--- src/rtl/demux_pkg.sv ---
// -----------------------------------------------------------------------------
// demux_pkg
// Shared definitions for the two-channel demultiplexer slice.
//   - FSM state encoding (kept as plain 2-bit constants for legacy compatibility)
//   - default parameter values for demux_dois_canais
//   - helper to size the phase counter
// -----------------------------------------------------------------------------
package demux_pkg;

    localparam logic [1:0] BUSCA   = 2'd0;
    localparam logic [1:0] SINC    = 2'd1;
    localparam logic [1:0] TRAVADO = 2'd2;

    localparam int unsigned FREQUENCIA_CLK_PADRAO = 25_000_000;
    localparam int unsigned ESTAVEL_CICLOS_PADRAO = 4;

    // Phase counter must hold values 0 .. 2*freq inclusive.
    function automatic int unsigned largura_fase(input int unsigned freq);
        return $clog2(2 * freq + 1);
    endfunction

endpackage

--- src/rtl/demux_dois_canais_sincronizador.sv ---
// -----------------------------------------------------------------------------
// sincronizador_bit
// Two-flop synchronizer for a single bit crossing into the clk domain.
// Ports:
//   clk     in   destination clock
//   reset_n in   asynchronous active-low reset, both flops cleared to 0
//   entrada in   asynchronous input bit
//   saida   out  synchronized bit (two clk edges of latency)
// -----------------------------------------------------------------------------
module sincronizador_bit (
    input  logic clk,
    input  logic reset_n,
    input  logic entrada,
    output logic saida
);

    logic meta;

    always_ff @(posedge clk or negedge reset_n) begin
        if (!reset_n) begin
            meta  <= 1'b0;
            saida <= 1'b0;
        end else begin
            meta  <= entrada;
            saida <= meta;
        end
    end

endmodule

--- src/rtl/demux_dois_canais.sv ---
// -----------------------------------------------------------------------------
// demux_dois_canais
// Splits a time-multiplexed 16-bit word into channel A (selector low) and
// channel B (selector high). Each selector phase is captured once, after the
// data has been stable for ESTAVEL_CICLOS cycles. A BUSCA/SINC/TRAVADO FSM
// checks that selector phases have a plausible length and raises a sticky
// watchdog error when the selector stops toggling.
// Optional feature: define DEMUX_CONTADOR_ERROS_EN to count lock losses on
// contador_erros; otherwise the port is tied to zero.
// Ports:
//   clk             in   system clock, rising edge
//   reset_n         in   asynchronous active-low reset
//   entrada_mux     in   16-bit multiplexed data
//   entrada_seletor in   phase selector (may be asynchronous)
//   limpa_erro      in   synchronous clear of erro_timeout / contador_erros
//   canal_a/canal_b out  last captured word per channel
//   valido_a/_b     out  one-cycle capture strobe, only while locked
//   travado         out  FSM in TRAVADO
//   erro_timeout    out  sticky watchdog error
//   contador_erros  out  lock-loss count (saturating at 255)
// -----------------------------------------------------------------------------
module demux_dois_canais
    import demux_pkg::*;
#(
    parameter int unsigned FREQUENCIA_CLK = FREQUENCIA_CLK_PADRAO,
    parameter int unsigned ESTAVEL_CICLOS = ESTAVEL_CICLOS_PADRAO
) (
    input  logic        clk,
    input  logic        reset_n,
    input  logic [15:0] entrada_mux,
    input  logic        entrada_seletor,
    input  logic        limpa_erro,
    output logic [15:0] canal_a,
    output logic [15:0] canal_b,
    output logic        valido_a,
    output logic        valido_b,
    output logic        travado,
    output logic        erro_timeout,
    output logic [7:0]  contador_erros
);

    localparam int unsigned LARG_FASE = largura_fase(FREQUENCIA_CLK);
    localparam int unsigned LARG_EST  = $clog2(ESTAVEL_CICLOS);

    localparam logic [LARG_FASE-1:0] FASE_MAX     = LARG_FASE'(2 * FREQUENCIA_CLK);
    localparam logic [LARG_FASE-1:0] FASE_TIMEOUT = LARG_FASE'(2 * FREQUENCIA_CLK - 1);
    localparam logic [LARG_FASE-1:0] FASE_MIN     = LARG_FASE'(FREQUENCIA_CLK / 2);
    localparam logic [LARG_EST-1:0]  EST_MAX      = LARG_EST'(ESTAVEL_CICLOS - 1);
    localparam logic [LARG_EST-1:0]  EST_PENULT   = LARG_EST'(ESTAVEL_CICLOS - 2);

    logic                 sel_sinc;
    logic                 sel_ant;
    logic [15:0]          dado_p1;
    logic [15:0]          dado_p2;
    logic [15:0]          dado_ant;
    logic [LARG_EST-1:0]  estavel;
    logic [LARG_FASE-1:0] fase;
    logic                 capturado;
    logic [1:0]           estado;
    logic [1:0]           estado_prox;
    logic                 borda;
    logic                 estavel_agora;
    logic                 timeout;
    logic                 captura;

    sincronizador_bit u_sinc_seletor (
        .clk     (clk),
        .reset_n (reset_n),
        .entrada (entrada_seletor),
        .saida   (sel_sinc)
    );

    // Two data stages keep the word aligned with the synchronized selector.
    always_ff @(posedge clk or negedge reset_n) begin
        if (!reset_n) begin
            dado_p1  <= '0;
            dado_p2  <= '0;
            dado_ant <= '0;
            sel_ant  <= 1'b0;
        end else begin
            dado_p1  <= entrada_mux;
            dado_p2  <= dado_p1;
            dado_ant <= dado_p2;
            sel_ant  <= sel_sinc;
        end
    end

    assign borda         = sel_sinc ^ sel_ant;
    assign estavel_agora = !borda && (dado_p2 == dado_ant);
    // A selector edge in the same cycle as the watchdog limit wins.
    assign timeout       = !borda && (fase == FASE_TIMEOUT);
    // Capture loads on the same edge the stability count reaches
    // ESTAVEL_CICLOS-1, giving ESTAVEL_CICLOS+2 edges of input-to-output latency.
    assign captura       = estavel_agora && (estavel == EST_PENULT) && !capturado
                           && (estado != BUSCA);

    always_ff @(posedge clk or negedge reset_n) begin
        if (!reset_n) begin
            estavel   <= '0;
            fase      <= '0;
            capturado <= 1'b0;
        end else begin
            if (!estavel_agora) begin
                estavel <= '0;
            end else if (estavel != EST_MAX) begin
                estavel <= estavel + LARG_EST'(1);
            end

            if (borda) begin
                fase <= '0;
            end else if (fase != FASE_MAX) begin
                fase <= fase + LARG_FASE'(1);
            end

            if (borda) begin
                capturado <= 1'b0;
            end else if (captura) begin
                capturado <= 1'b1;
            end
        end
    end

    always_comb begin
        estado_prox = estado;
        if (borda) begin
            case (estado)
                BUSCA:   estado_prox = SINC;
                SINC:    estado_prox = (fase < FASE_MIN) ? BUSCA : TRAVADO;
                TRAVADO: estado_prox = (fase < FASE_MIN) ? BUSCA : TRAVADO;
                default: estado_prox = BUSCA;
            endcase
        end else if (timeout) begin
            estado_prox = BUSCA;
        end
    end

    always_ff @(posedge clk or negedge reset_n) begin
        if (!reset_n) begin
            estado <= BUSCA;
        end else begin
            estado <= estado_prox;
        end
    end

    assign travado = (estado == TRAVADO);

    always_ff @(posedge clk or negedge reset_n) begin
        if (!reset_n) begin
            canal_a  <= '0;
            canal_b  <= '0;
            valido_a <= 1'b0;
            valido_b <= 1'b0;
        end else begin
            valido_a <= 1'b0;
            valido_b <= 1'b0;
            if (captura) begin
                if (sel_sinc) begin
                    canal_b  <= dado_p2;
                    valido_b <= (estado == TRAVADO);
                end else begin
                    canal_a  <= dado_p2;
                    valido_a <= (estado == TRAVADO);
                end
            end
        end
    end

    // Setting the error has priority over clearing it.
    always_ff @(posedge clk or negedge reset_n) begin
        if (!reset_n) begin
            erro_timeout <= 1'b0;
        end else if (timeout) begin
            erro_timeout <= 1'b1;
        end else if (limpa_erro) begin
            erro_timeout <= 1'b0;
        end
    end

`ifdef DEMUX_CONTADOR_ERROS_EN
    logic perda_trava;

    assign perda_trava = (estado == TRAVADO) && (estado_prox == BUSCA);

    // An increment in the same cycle as limpa_erro takes precedence.
    always_ff @(posedge clk or negedge reset_n) begin
        if (!reset_n) begin
            contador_erros <= '0;
        end else if (perda_trava) begin
            if (contador_erros != '1) begin
                contador_erros <= contador_erros + 8'd1;
            end
        end else if (limpa_erro) begin
            contador_erros <= '0;
        end
    end
`else
    assign contador_erros = '0;
`endif

endmodule

--- config.mk ---
export PLATFORM = sky130hd
export DESIGN_NAME = demux_dois_canais
export DESIGN_NICKNAME = d
export VERILOG_FILES = /design/src/rtl/demux_pkg.sv /design/src/rtl/demux_dois_canais_sincronizador.sv /design/src/rtl/demux_dois_canais.sv
export SDC_FILE = /design/constraint.sdc
export NUM_CORES = 1
export LEC_CHECK = 0
export BUFFER_PORTS_ARGS = -buffer_cell sky130_fd_sc_hd__buf_2
export CAP_MARGIN = 10
export CORE_MARGIN = 5
export CORE_UTILIZATION = 59
export CTS_BUF_LIST = sky130_fd_sc_hd__clkbuf_4 sky130_fd_sc_hd__clkbuf_8
export CTS_CLUSTER_DIAMETER = 40
export CTS_CLUSTER_SIZE = 8
export DETAILED_ROUTE_END_ITERATION = 8
export HOLD_SLACK_MARGIN = 0.1
export PLACE_DENSITY = 0.89
export SLEW_MARGIN = 5
export SYNTH_ARGS = -nofsm -noshare
export SYNTH_HDL_FRONTEND = slang
export SYNTH_SLANG_ARGS = --single-unit
--- constraint.sdc ---
create_clock -name clk -period 5 [get_ports clk]
set_input_delay 0.25 -clock clk [delete_from_list [all_inputs] [get_ports clk]]
set_output_delay 0.25 -clock clk [all_outputs]
set_load 0.01 [all_outputs]
# After elaboration in Yosys (flattened, before gate mapping)
# Cells that the tools add are included.
word_totals:
  regBits: 117
  inputBits: 20
  word_cells: 60
classes:
  n_addsub: 2
  order_cmp: 1
  n_eq_ne: 8
  n_mux: 16
  bitwise_logic: 2
  n_reduce_logical: 16
ops:
  columns: ["cell", "n"]
  rows:
  - ["$mux 26", 2]
  - ["$add 26x1->26 const B", 1]
  - ["$eq 26x26->1 const B", 1]
  - ["$lt 26x24->1 const B", 1]
  - ["$ne 26x26->1 const B", 1]
  - ["$eq 16x16->1", 1]
  - ["$mux 2", 5]
  - ["$reduce_bool 2->1", 5]
  - ["$mux 1", 8]
  - ["$logic_and 1x1->1", 5]
  - ["$eq 2x2->1 const B", 2]
  - ["$pmux 2 s2", 1]
  - ["$reduce_and 2->1", 2]
  - ["$add 2x1->2 const B", 1]
  - ["$eq 2x1->1 const B", 1]
  - ["$logic_not 1->1", 2]
  - ["$logic_not 2->1", 1]
  - ["$ne 2x1->1 const B", 1]
  - ["$ne 2x2->1 const B", 1]
  - ["$reduce_or 2->1", 1]
  - ["$not 1->1", 1]
  - ["$xor 1x1->1", 1]

# Longest topological paths before layout
logic_depth:
  word_depth: 8
  depth_mapped: 8
  ltp_nobuf: 7

# Cells and area by module
# From an unflattened synthesis, not the netlist that was laid out.
hier_totals:
  hier_cells: 348
  hier_area_um2: 4652.0
by_module_without_submodules:
  columns: ["module", "instances", "cells_each", "area_per_inst_um2", "seq_area_each_um2"]
  rows:
  - ["demux_dois_canais", 1, 346, 4601.9, 2877.8]
  - ["sincronizador_bit", 1, 2, 50.0, 50.0]

# Least setup slack after synthesis
# OpenSTA, ideal clock, no wires.
synth_timing:
  path_type: "register to register"
  startpoint: "reg fase[0]"
  endpoint: "reg fase[22]"
  arrival_time_ns: 1.842
  required_time_ns: 4.871
  slack_ns: 3.028
  stages_incl_launch_ff: 8
  synth_period_minus_slack_ns: 1.972
  path_cell_list: "dfrtp_1 > ha_1 > nand2_1 > or4_4 > buf_6 > nor4_4 > xnor2_1 > nor2_2"
synth_between:
  elab_chain_len: 3
  word_cells_on_any_way: 5
  cone_classes: "add/sub: 1; eq/ne: 1; mux: 2; reduce/logical: 1"
synth_lines:
  columns: ["element", "line", "text"]
  rows:
  - ["start, declared", "demux_dois_canais.sv:57", "logic [LARG_FASE-1:0] fase;"]
  - ["start signal, assigned", "demux_dois_canais.sv:112", "fase <= fase + LARG_FASE'(1);"]
  - ["$add 26x1->26", "demux_dois_canais.sv:112", null]
  - ["$mux 26", "demux_dois_canais.sv:111", "end else if (fase != FASE_MAX) begin"]
  - ["$mux 26", "demux_dois_canais.sv:109", "if (borda) begin"]
# Parallel ways exist; a longest one is shown, timed or not. The select of a mux whose other input is x is not followed.
# A chain may end at the register's enable or synchronous reset.

# Worst setup path in the final report
layout_timing:
  startpoint: "reg dado_p2[7]"
  endpoint: "reg canal_a[7]"
layout_between:
  elab_chain_len: 6
layout_lines:
  columns: ["element", "line", "text"]
  rows:
  - ["start, declared", "demux_dois_canais.sv:54", "logic [15:0] dado_p2;"]
  - ["start signal, assigned", "demux_dois_canais.sv:82", "dado_p2 <= dado_p1;"]
  - ["$eq 16x16->1", "demux_dois_canais.sv:89", "assign estavel_agora = !borda && (dado_p2 == dado_ant);"]
  - ["$logic_and 1x1->1", "demux_dois_canais.sv:89", null]
  - ["$logic_and 1x1->1 (2 in a row)", "demux_dois_canais.sv:94", "assign captura = estavel_agora && (estavel == EST_PENULT) && !capturado"]
  - ["$logic_and 1x1->1", "demux_dois_canais.sv:95", "&& (estado != BUSCA);"]
  - ["$reduce_and 2->1 (no line)", null, null]
  - ["end signal, assigned", "demux_dois_canais.sv:161", "canal_a <= dado_p2;"]
  - ["end, declared", "demux_dois_canais.sv:33", "output logic [15:0] canal_a,"]
# Parallel ways exist; a longest one is shown, timed or not.

==> results by group <==
Status
  – Outcome: complete, no violations

Route
  – Drt drc: 0
  – Wirelength per Cell: approximately 17 um
  – Vias: 2971
  – Drt pass-1 iters: 4
  – Final ANT Viol Nets: 0
  – Initial detailed-routing violation count: 236
  – Vias per cell: 5.41
  – Drt total wl: 9.55 mm

Worst setup path
  – Crit path max-delay family: simple AND/OR/NAND/NOR gates
  – FF-to-FF Start: dado_p2[7]
  – Setup crit end kind: flip-flop
  – Data required time of the worst path: 5.30 ns
  – Critical path arrival: 2.91 ns
  – CP Buf/Inv Count: 0
  – Worst r2r path cells: 5
  – Crit start category: flip-flop
  – Worst-path cell chain: xnor2_1 > nand4_1 > nor3_1 > nand4_2 > mux2_2
  – CP Class: reg -> reg
  – Crit-path max FO: 16
  – Slowest CP cell: nand4_2
  – Critical R2R Capture: canal_a[7]
  – Reg-to-reg setup timing slack: 2.39 ns
  – Critical Path Max Stage Delay: 0.64 ns

Cells and area
  – # diodes: 0
  – Finished Core Util: 0.732
  – Non-Filler Instances: 549
  – Layout net count: around 460
  – Area Overhead vs Synth: 22.4%
  – Fraction of layout cells with a size suffix above 1: 0.286

Synth
  – Synthesized area per cell: 13.1 um^2
  – Synthesis warning total: 0
  – Sequential element share of the synthesized area: 0.644
  – Largest family of logic cells by synthesized area: simple AND/OR/NAND/NOR gates
  – Synth cell types: 40
  – Multiplexer share of the synthesized area: 0.0814
  – EDFF count, synth: 0
  – Post-Synth Adder-Cell Area: 0.0193
  – Cell Area, Synth: 4550 um^2
  – XOR/XNOR share of the synthesized area: 0.0751
  – Main synth FF type: dfrtp_1
  – Simple-Gate Fraction of Synth Area: 0.131
  – Number of synthesized register bits: ~120
  – Compound-gate portion of the synthesized area: 0.0215
  – Async SR Flop Fraction: 1.00
  – Mapped Cells: approximately 350

Clocking
  – # Post-CTS Setup Buffers: 0
  – TritonCTS clock tree: yes
  – CTS buffer count: 17
  – Worst skew pair latency: about 0.43 ns
  – Root buf cell: clkbuf_8
  – CTS clk-pin slew, worst paths: about 0.07 ns
  – Clock Sinks: 117
  – H-Tree Depth: 4
  – CTS max path bufs: 2

Floorplanning
  – Die area: approximately 9600 um^2
  – Io pins: 64
  – Die height: between 90 and 100 um
  – Die width: 97.8 um
  – Core box area: 7610 um^2
  – Starting Density: 0.598
  – # rows: 32

Place
  – IO Port Bufs: 55
  – HPWL Detailed: 5.88 mm
  – # placed instances: roughly 500
  – Placer congestion estimate: 0.866
  – Worst slack, placed: 2.59 ns

Timing
  – Clk_skew: 0.0212 ns
  – Pins Over Slew Limit: 0
  – Headroom to the max-slew limit: 0.393
  – RSZ-0062 raised after global routing: no
  – Final hold vios: 0
  – Worst-margin pin slew: 0.911 ns
  – Final setup viols: 0
  – Worst setup margin: 2.39 ns
  – Setup_tns: 0 ns
  – Tcrit/Tclk final: 0.523
  – Tmin final: between 2 and 3 ns
  – Max Fclk: around 380 MHz

Power
  – Overall power: 2.11 mW
  – Pwr Density: 378 nW/um^2
  – LEAKAGE: 2.71 nW
  – Peak VDD IR: 0.231 mV

Worst hold path
  – HP Class: in -> async

Global routing
  – Congestion Overflow GR: 0
  – Largest net degree at the start of global routing: between 70 and 80
  – Total track usage: 0.221
  – Initial antenna violation count: 0
  – Global-route wire length before repair: 16.3 mm
  – Vias in the first global route: 3200

Flow run
  – Max-cap violations: 0
==> placed cells by master (no fill, tap or decap), drive strengths merged, types with 2 or more instances in the layout <==
| cell | n |
|---|---|
| conb | 8 |
| nand3 | 14 |
| xor2 | 15 |
| mux2 | 32 |
| nor3b | 2 |
| clkbuf | 18 |
| ha | 7 |
| nand2b | 2 |
| clkinvlp | 3 |
| nor4b | 2 |
| dlygate4sd3 | 19 |
| clkinv | 2 |
| nor4 | 4 |
| inv | 12 |
| nand4 | 12 |
| a21oi | 5 |
| buf | 57 |
| or3 | 3 |
| xnor2 | 24 |
| nor3 | 13 |
| nand3b | 2 |
| nand2 | 17 |
| o21ai | 4 |
| nor2 | 36 |
| dfrtp | 117 |
| bufinv | 5 |
==> stage by stage <==
step | hold WS [ns] | cell area, um^2
finish | 0.348 | 5570
global route | 0.359 | 5570
CTS | 0.351 | 5570
detailed placement | 0.260 | 4910
global placement | 0.252 | 4910
floorplan | -0.0456 | 4580
==> sequential cells by signal, summed over array words and instances, names as in the netlist <==
name                  flops
canal_a                  16
sel_ant                   1
canal_b                  16
dado_p1                  16
estado                    2
dado_ant                 16
u_sinc_seletor.saida      1
capturado                 1
dado_p2                  16
fase                     26
u_sinc_seletor.meta       1
estavel                   2
valido_a                  1
valido_b                  1
erro_timeout              1
==> report_power, final <==
group | total (mW) | switching (mW) | internal [mW]
sequential | 0.998 | 0.0251 | 0.973
combinational | 0.0926 | 0.0544 | 0.0382
clock | 1.02 | 0.402 | 0.613
==> cells in the mapped netlist, types with 4 or more instances <==
cell | number | area (um^2)
ha_1 | 7 | 87.6
nand4_1 | 10 | 62.6
xor2_1 | 15 | 131
a21oi_1 | 5 | 25.0
clkbuf_1 | 4 | 15.0
buf_4 | 8 | 60.1
inv_1 | 8 | 30.0
xnor2_1 | 24 | 210
nor2_1 | 35 | 131
nand2_1 | 17 | 63.8
nand3_1 | 14 | 70.1
dfrtp_1 | 117 | 2930
nor3_1 | 13 | 65.1
mux2_2 | 32 | 360
o21ai_0 | 4 | 20.0
==> cell type report <==
class	instances	area [um^2]
sequential	117	2930
fill	459	2040
multi-input combinational	214	1530
timing repair buffer	76	483
clock buffer	18	248
clock inverter	14	221
tap	102	128
inverter	8	30.0
==> what timing repair did <==
item	4_1_cts	5_1_grt
endpoints found under the hold margin	59	0
hold buffers	19	0
resized for setup	0	0
==> layer usage <==
metal / part of all wire / track usage / up-vias
met4: 0.024 / 0.0948 / 0
li1: - / - / 1346
met5: 0 / 0 / -
met3: 0.051 / 0.0664 / 19
met2: 0.53 / 0.372 / 109
met1: 0.39 / 0.266 / 1497
==> worst max-delay path by stage <==
stage / from / endpoint / slack [ns] / cells past startpoint
floorplan: fase[0] / fase[22] / 3.03 / 7
finish: dado_p2[7] / canal_a[7] / 2.39 / 5
global placement: dado_p2[0] / canal_a[7] / 2.70 / 5
CTS: dado_p2[7] / canal_a[8] / 2.44 / 5
global route: dado_p2[0] / canal_a[4] / 2.25 / 5
detailed placement: dado_p2[6] / canal_a[8] / 2.59 / 5
==> cell families (layout without fill, tap and decap cells) <==
| logic type | Yosys count | in the layout |
|---|---|---|
| muxes | 33 | 33 |
| buffers and inverters | 23 | 116 |
| and+or+nand+nor | 111 | 111 |
| adders and majority gates | 7 | 7 |
| DFF | 117 | 117 |
| AOI/OAI and AO/OA | 16 | 16 |
| other | 1 | 8 |
| xor gates and xnor gates | 39 | 39 |
==> worst reg2reg max path: cells and delay by family, from the launching register on <==
family,cells,cell delay [ns]
AND/OR/NAND/NOR,3,1.30
multiplexers,1,0.51
flip-flops,1,0.44
XOR/XNOR,1,0.25
Note: power is estimated with default switching activity, not from simulation.
